**src/rtl/if_fetch_ctrl.sv**
```systemverilog
// Instruction-fetch control FSM: boot delay, memory-latency wait, stall, branch redirect, halt.
// Optional perf counters (o_fetch_cnt / o_stall_cnt) are enabled with macro FETCH_PERF_CNT_EN.
module if_fetch_ctrl #(
  parameter int MEM_LAT     = 1,
  parameter int BOOT_CYCLES = 2
) (
  input  logic        i_clk,
  input  logic        i_reset,
  input  logic        i_hazard_stall,
  input  logic        i_br_taken,
  input  logic        i_halt,
  output logic        o_pc_en,
  output logic        o_pc_sel,
  output logic        o_if_valid,
  output logic        o_flush_ifid,
  output logic        o_flush_idex,
  output logic [2:0]  o_state
`ifdef FETCH_PERF_CNT_EN
  ,
  output logic [31:0] o_fetch_cnt,
  output logic [31:0] o_stall_cnt
`endif
);

  typedef enum logic [2:0] {
    S_BOOT     = 3'd0,
    S_FETCH    = 3'd1,
    S_WAIT     = 3'd2,
    S_REDIRECT = 3'd3,
    S_HALT     = 3'd4
  } state_t;

  localparam logic [3:0] BOOT_LD   = 4'(BOOT_CYCLES);
  localparam logic [3:0] LAT_LD    = 4'(MEM_LAT - 1);
  // Where a new fetch starts: straight to FETCH for single-cycle memory, else wait it out.
  localparam state_t     ISSUE_NXT = (MEM_LAT == 1) ? S_FETCH : S_WAIT;

  state_t     state_q, state_d;
  logic [3:0] cnt_q, cnt_d;
  logic       pc_en, if_valid, redir, stall_hit;

  always_ff @(posedge i_clk or negedge i_reset) begin
    if (!i_reset) begin
      state_q <= S_BOOT;
      cnt_q   <= BOOT_LD;
    end else begin
      state_q <= state_d;
      cnt_q   <= cnt_d;
    end
  end

  always_comb begin
    state_d   = state_q;
    cnt_d     = cnt_q;
    pc_en     = 1'b0;
    if_valid  = 1'b0;
    redir     = 1'b0;
    stall_hit = 1'b0;
    case (state_q)
      S_BOOT: begin
        if (cnt_q <= 4'd1) begin
          state_d = ISSUE_NXT;
          cnt_d   = LAT_LD;
        end else begin
          cnt_d = cnt_q - 4'd1;
        end
      end
      S_FETCH: begin
        if (i_halt)               state_d = S_HALT;
        else if (i_br_taken)      redir = 1'b1;
        else if (i_hazard_stall)  stall_hit = 1'b1;
        else begin
          pc_en    = 1'b1;
          if_valid = 1'b1;
          state_d  = ISSUE_NXT;
          cnt_d    = LAT_LD;
        end
      end
      S_WAIT: begin
        if (i_halt)              state_d = S_HALT;
        else if (i_br_taken)     redir = 1'b1;
        else if (cnt_q <= 4'd1)  state_d = S_FETCH;
        else                     cnt_d = cnt_q - 4'd1;
      end
      S_REDIRECT: begin
        // Any fetch in flight before the redirect is dropped by restarting the latency count.
        if (i_halt)           state_d = S_HALT;
        else if (i_br_taken)  redir = 1'b1;
        else begin
          state_d = ISSUE_NXT;
          cnt_d   = LAT_LD;
        end
      end
      S_HALT: ;
      default: begin
        state_d = S_BOOT;
        cnt_d   = BOOT_LD;
      end
    endcase
    if (redir) begin
      pc_en   = 1'b1;
      state_d = S_REDIRECT;
    end
  end

  assign o_pc_en      = pc_en;
  assign o_pc_sel     = redir;
  assign o_if_valid   = if_valid;
  assign o_flush_ifid = redir;
  assign o_flush_idex = redir;
  assign o_state      = state_q;

`ifdef FETCH_PERF_CNT_EN
  always_ff @(posedge i_clk or negedge i_reset) begin
    if (!i_reset) begin
      o_fetch_cnt <= 32'd0;
      o_stall_cnt <= 32'd0;
    end else begin
      if (if_valid)  o_fetch_cnt <= o_fetch_cnt + 32'd1;
      if (stall_hit) o_stall_cnt <= o_stall_cnt + 32'd1;
    end
  end
`endif

endmodule
```
**config.mk**
```make
export PLATFORM = sky130hd
export DESIGN_NAME = if_fetch_ctrl
export DESIGN_NICKNAME = d
export VERILOG_FILES = /design/src/rtl/if_fetch_ctrl.sv
export SDC_FILE = /design/constraint.sdc
export NUM_CORES = 1
export LEC_CHECK = 0
export CAP_MARGIN = 20
export CORE_MARGIN = 5
export CORE_UTILIZATION = 35
export DETAILED_ROUTE_END_ITERATION = 16
export GPL_ROUTABILITY_DRIVEN = 0
export PLACE_DENSITY = 0.59
export SKIP_LAST_GASP = 1
export SYNTH_ARGS = -nofsm -noshare
export SYNTH_HDL_FRONTEND = slang
export SYNTH_SLANG_ARGS = --single-unit
```
**constraint.sdc**
```tcl
create_clock -name i_clk -period 3.46 [get_ports i_clk]
set_input_delay 0.519 -clock i_clk [delete_from_list [all_inputs] [get_ports i_clk]]
set_output_delay 0.519 -clock i_clk [all_outputs]
set_load 0.01 [all_outputs]
```
# Word level (Yosys, flattened, before mapping)
# Index checks and enable logic that the tools add are counted.
# word_totals
mem_bits_rw,0
latchBits,0
regBits,7
elab_cells,54
rom_bits,0
mem_count,0
# op_classes
order_cmp,1
n_shift,0
multipliers,0
div_mod_pow,0
add_sub_neg,1
n_reduce_logical,4
n_eq_ne,17
muxes,28
n_bitwise,1
# op_table
cell,count
4-bit 2-to-1 mux,9
3-bit 2-to-1 mux,9
4-bit one-hot mux with 5 select lines,1
"2-bit inequality test, second input constant",9
"4-bit inequality test, second input constant",4
3-bit one-hot mux with 5 select lines,1
9-bit AND reduction,1
1-bit 2-to-1 mux,8
"3-bit by 2-bit == test with 1-bit output, second input constant",2
5-bit AND reduction,1
"4-bit by 1-bit less-or-equal comparator with 1-bit output, second input constant",1
"4-bit by 1-bit subtractor with 4-bit output, second input constant",1
"3-bit by 1-bit == test with 1-bit output, second input constant",1
"3-bit == test, second input constant",1
3-bit logical NOT,1
3-bit OR reduction,1
1-bit inverter,1

# Longest topological paths before layout
# logic_depth
ltp_word,6
mapped_depth,6
ltp_nobuf,6

# Worst setup path after synthesis
# Ideal clock, no wire load.
# synth_path
path_kind,reg-to-output
from,reg state_q[2] (netlist: o_state[2])
to,out o_pc_en
arrival_ns,1.539
stages_incl_launch_ff,5
setup_slack_ns,1.402
t_required_ns,2.941
cell_sequence,dfrtp_1 buf_2 or4b_2 inv_1 or2_2
# synth_between
elab_chain_cells,4
elab_cells_between_ends,7
cone_classes,3 x eq/ne; 3 x mux; 1 x reduce/logical
# synth_lines
item,line_no,rtl
start: declaration,38,"state_t state_q, state_d;"
start signal: assignment,47,state_q <= state_d;
3-bit by 2-bit == test with 1-bit output / 3-bit by 1-bit == test with 1-bit output (equally long branches),59,case (state_q)
3-bit OR reduction (no line) (*),n/a,
1-bit 2-to-1 mux (*),n/a,
named net o_flush_idex,16,"output logic o_flush_idex,"
1-bit 2-to-1 mux (*),100,if (redir) begin
end: declaration,12,"output logic o_pc_en,"
# Mark *: on every way through the listed nets, which the timed path passes. The rest lies on a longest branch.

# Worst setup path after layout
# layout_path
from,in i_halt
to,out o_pc_en
# layout_between
elab_chain_cells,3
elab_cells_between_ends,5
cone_classes,5 x mux
# layout_lines
item,line_no,rtl
start: declaration,11,"input logic i_halt,"
1-bit 2-to-1 mux,69,if (i_halt) state_d = S_HALT;
1-bit 2-to-1 mux (on tied branches),n/a,
1-bit 2-to-1 mux (*),100,
# Mark *: on every way between the ends. The rest lies on a longest branch, timed or not.

==> results.py <==
metrics = {
    "worst_setup_path": {
        "r2r_slack_ps": 1550,
        "critPathKind": "primary input to output pin",
        "start_kind": "primary input",
        "max_stage_delay_ps": 700,
        "cp_top_family": "buffers and inverters",
        "r2r_end": "cnt_q[2]$_DFFE_PN0P_",
        "critical_path.max_fanout": 8,
        "crit_top_cell": "clkdlybuf4s50_1",
        "worstPathArrival_ps": 2490,
        "r2r_cells": 6,
        "required_ps": 2940,
        "cp.depth": 5,
        "timing.rr.start": "cnt_q[1]$_DFFE_PN1P_",
        "path_cells": "clkdlybuf4s50_1 -> or4b_2 -> inv_1 -> or2_2 -> clkdlybuf4s50_1",
        "crit_slowest_cell": "or4b_2",
        "cp-end-kind": "output pin",
        "crit_buf_inv": 3,
    },
    "clock_tree": {
        "htree_levels": 1,
        "cts.sinks": 7,
        "clockBufferDepth": 2,
        "hold_buffers": 0,
        "cts_root_buf": "clkbuf_4",
        "insertion_delay_ps": 240,
        "post_cts_resized": 0,
        "post_cts_buffers": 0,
        "cts_tree": "built",
        "clk_pin_slew_ps": 50,
        "cts_buffers": 3,
    },
    "logic_synthesis": {
        "syn_inst": 57,
        "yosys_warnings": 0,
        "syn_area_sq_um": 532,
        "synth_fa_ha_area_frac": 0.0471,
        "yosys.area.top_type": "dfrtp_1",
        "syn_area_per_cell_sq_um": 9.33,
        "yosys.area_share.simple": 0.315,
        "muxShareOfSynthArea": 0.0471,
        "ys_top_cells_by_area": "dfrtp_1, o31ai_1, dfstp_2",
        "yosys.cell_types.count": 29,
        "synth_seq_cells": 7,
        "synth_top_family_by_area": "simple AND/OR/NAND/NOR gates",
        "synth-xor-area-share": 0,
        "yosysSeqAreaShare": 0.332,
        "synth_top_area_share": 0.282,
        "syn_nets": 64,
        "synth_compound_area_frac": 0.158,
    },
    "detailed_routing": {
        "drc": 0,
        "routed_wl_um": 1120,
        "ant_nets": 0,
        "wl_per_cell_um": 13.4,
        "vias": 457,
        "dr.pass1.iters": 2,
        "vias_per_cell": 5.44,
        "first_iter_violations": 6,
    },
    "cells_and_area": {
        "drive_gt1_frac": 0.176,
        "area_growth_pct": 24.0,
        "design_area_sq_um": 659,
        "diodes": 0,
        "nets": 76,
    },
    "grt": {
        "antenna_found_initial": 0,
        "gr-total-overflow": 0,
        "grt_usage": 0.106,
        "first_global_vias": 450,
        "grt_start_max_net_pins": 13,
        "grt_pass1_wl_um": 2050,
    },
    "sta": {
        "setup_viol": 0,
        "worst_hold_slack_ps": 531,
        "slew_headroom": 0.756,
        "tns_ps": 0,
        "fmax_ghz": 0.332,
        "grt_setup_unrepaired": "false",
        "fin_crit_ps": 3010,
        "finalWorstSetupSlack_ps": 449,
        "period_share": 0.870,
        "worst_pin_slew_ps": 366,
        "finClkSkew_ps": 3.29,
        "hold_violations": 0,
        "finalMaxSlewViolations": 0,
    },
    "die": {
        "fp.dieW_um": 49.0,
        "die_h_um": 49.0,
        "die-area_sq_mm": 0.00240,
        "start_util": 0.361,
        "std_cell_rows": 14,
        "io_pins": 13,
        "core_sq_mm": 0.00147,
    },
    "power_and_ir_drop": {
        "p_per_area_mw_per_mm2": 812,
        "finalPower_mw": 0.535,
        "leakagePower_nw": 0.282,
        "peakVddDrop_mv": 0.203,
    },
    "min_path": {
        "hp-class": "primary input to async pin",
    },
    "job": {
        "maxCapViolCount": 0,
    },
    "placed_design": {
        "portBuffers": 12,
        "post-place-ws_ps": 444,
        "dp.final_hpwl_um": 826,
        "post_dp_cell_area_sq_um": 633,
    },
    "outcome": {
        "status": "finished, final reports clean",
    },
}
-- stage by stage --
step                cells   util
floorplan              57      -
global placement       80  0.430
detailed placement     80  0.430
CTS                    84  0.448
global route           84  0.448
finish                 84  0.448
-- worst reg2reg max path: cells and delay by family, from the launching register on --
family	cells	cell delay, ps
buffers and inverters	1	60
AOI/OAI and AO/OA	1	180
and+or+nand+nor	3	840
adders and majority gates	1	220
DFF	1	540
-- routing by layer --
metal,GRT usage,vias up,routed length (um)
met5,0,-,0
met2,0.150,11,516
li1,-,226,-
met1,0.143,216,524
met4,0.0628,0,36
met3,0.0245,4,45
-- synthesized netlist by cell type --
cell type,instances
dfrtp_1,6
nor2_1,5
o21ai_0,5
inv_1,4
nor3_1,4
o31ai_1,4
buf_4,3
nand2b_1,3
a21oi_1,2
ha_1,2
and4b_1,1
buf_2,1
buf_6,1
dfstp_2,1
mux2_4,1
mux2i_1,1
nand2_1,1
nor2_2,1
nor2b_1,1
nor3_2,1
nor4_1,1
nor4_4,1
o21ai_2,1
o311a_1,1
or2_2,1
or3b_1,1
or3b_4,1
or4b_1,1
or4b_2,1
-- worst max path at each step --
stage	slack, ps	from	to
finish	450	i_halt	o_pc_en
global route	360	i_halt	o_pc_en
CTS	440	i_halt	o_pc_en
detailed placement	440	i_halt	o_pc_en
global placement	470	i_halt	o_pc_en
floorplan	1400	o_state[2]$_DFFE_PN0P_	o_pc_en
-- layout by cell type (no fill, tap or decap), drive strengths merged, types with 3 or more instances in the layout --
master	netlist	layout
nor2	6	6
o31ai	4	4
clkbuf	0	4
nand2b	3	3
nor3	5	5
dfrtp	6	6
clkdlybuf4s50	0	12
o21ai	6	6
inv	4	4
-- kinds of logic after synthesis --
kind of cell	count (synthesis)
mux	2
flops	7
compound gates	13
fa+ha+maj	2
simple gates	24
buf+inv	9
-- area by class of cell --
type	count	area, sq um
fillers	151	812
flip-flops and latches	7	176
inverters	4	15.0
multi-input cells	41	302
repair buffers	12	120
well taps	16	20.0
clock buffers	4	26.3
-- report_power, final --
| group | switching [mW] | internal [mW] | leakage [nW] | total [mW] |
|---|---|---|---|---|
| sequential | 0.0627 | 0.120 | 0.0885 | 0.183 |
| clock | 0.0272 | 0.0438 | 0.0150 | 0.0711 |
| combinational | 0.135 | 0.146 | 0.179 | 0.281 |
| total | 0.225 | 0.310 | 0.282 | 0.535 |
-- flip-flops by register name (all words and copies together) (netlist names) --
name	cells
cnt_q	4
o_state	3
Note: power is estimated with default switching activity, not from simulation.
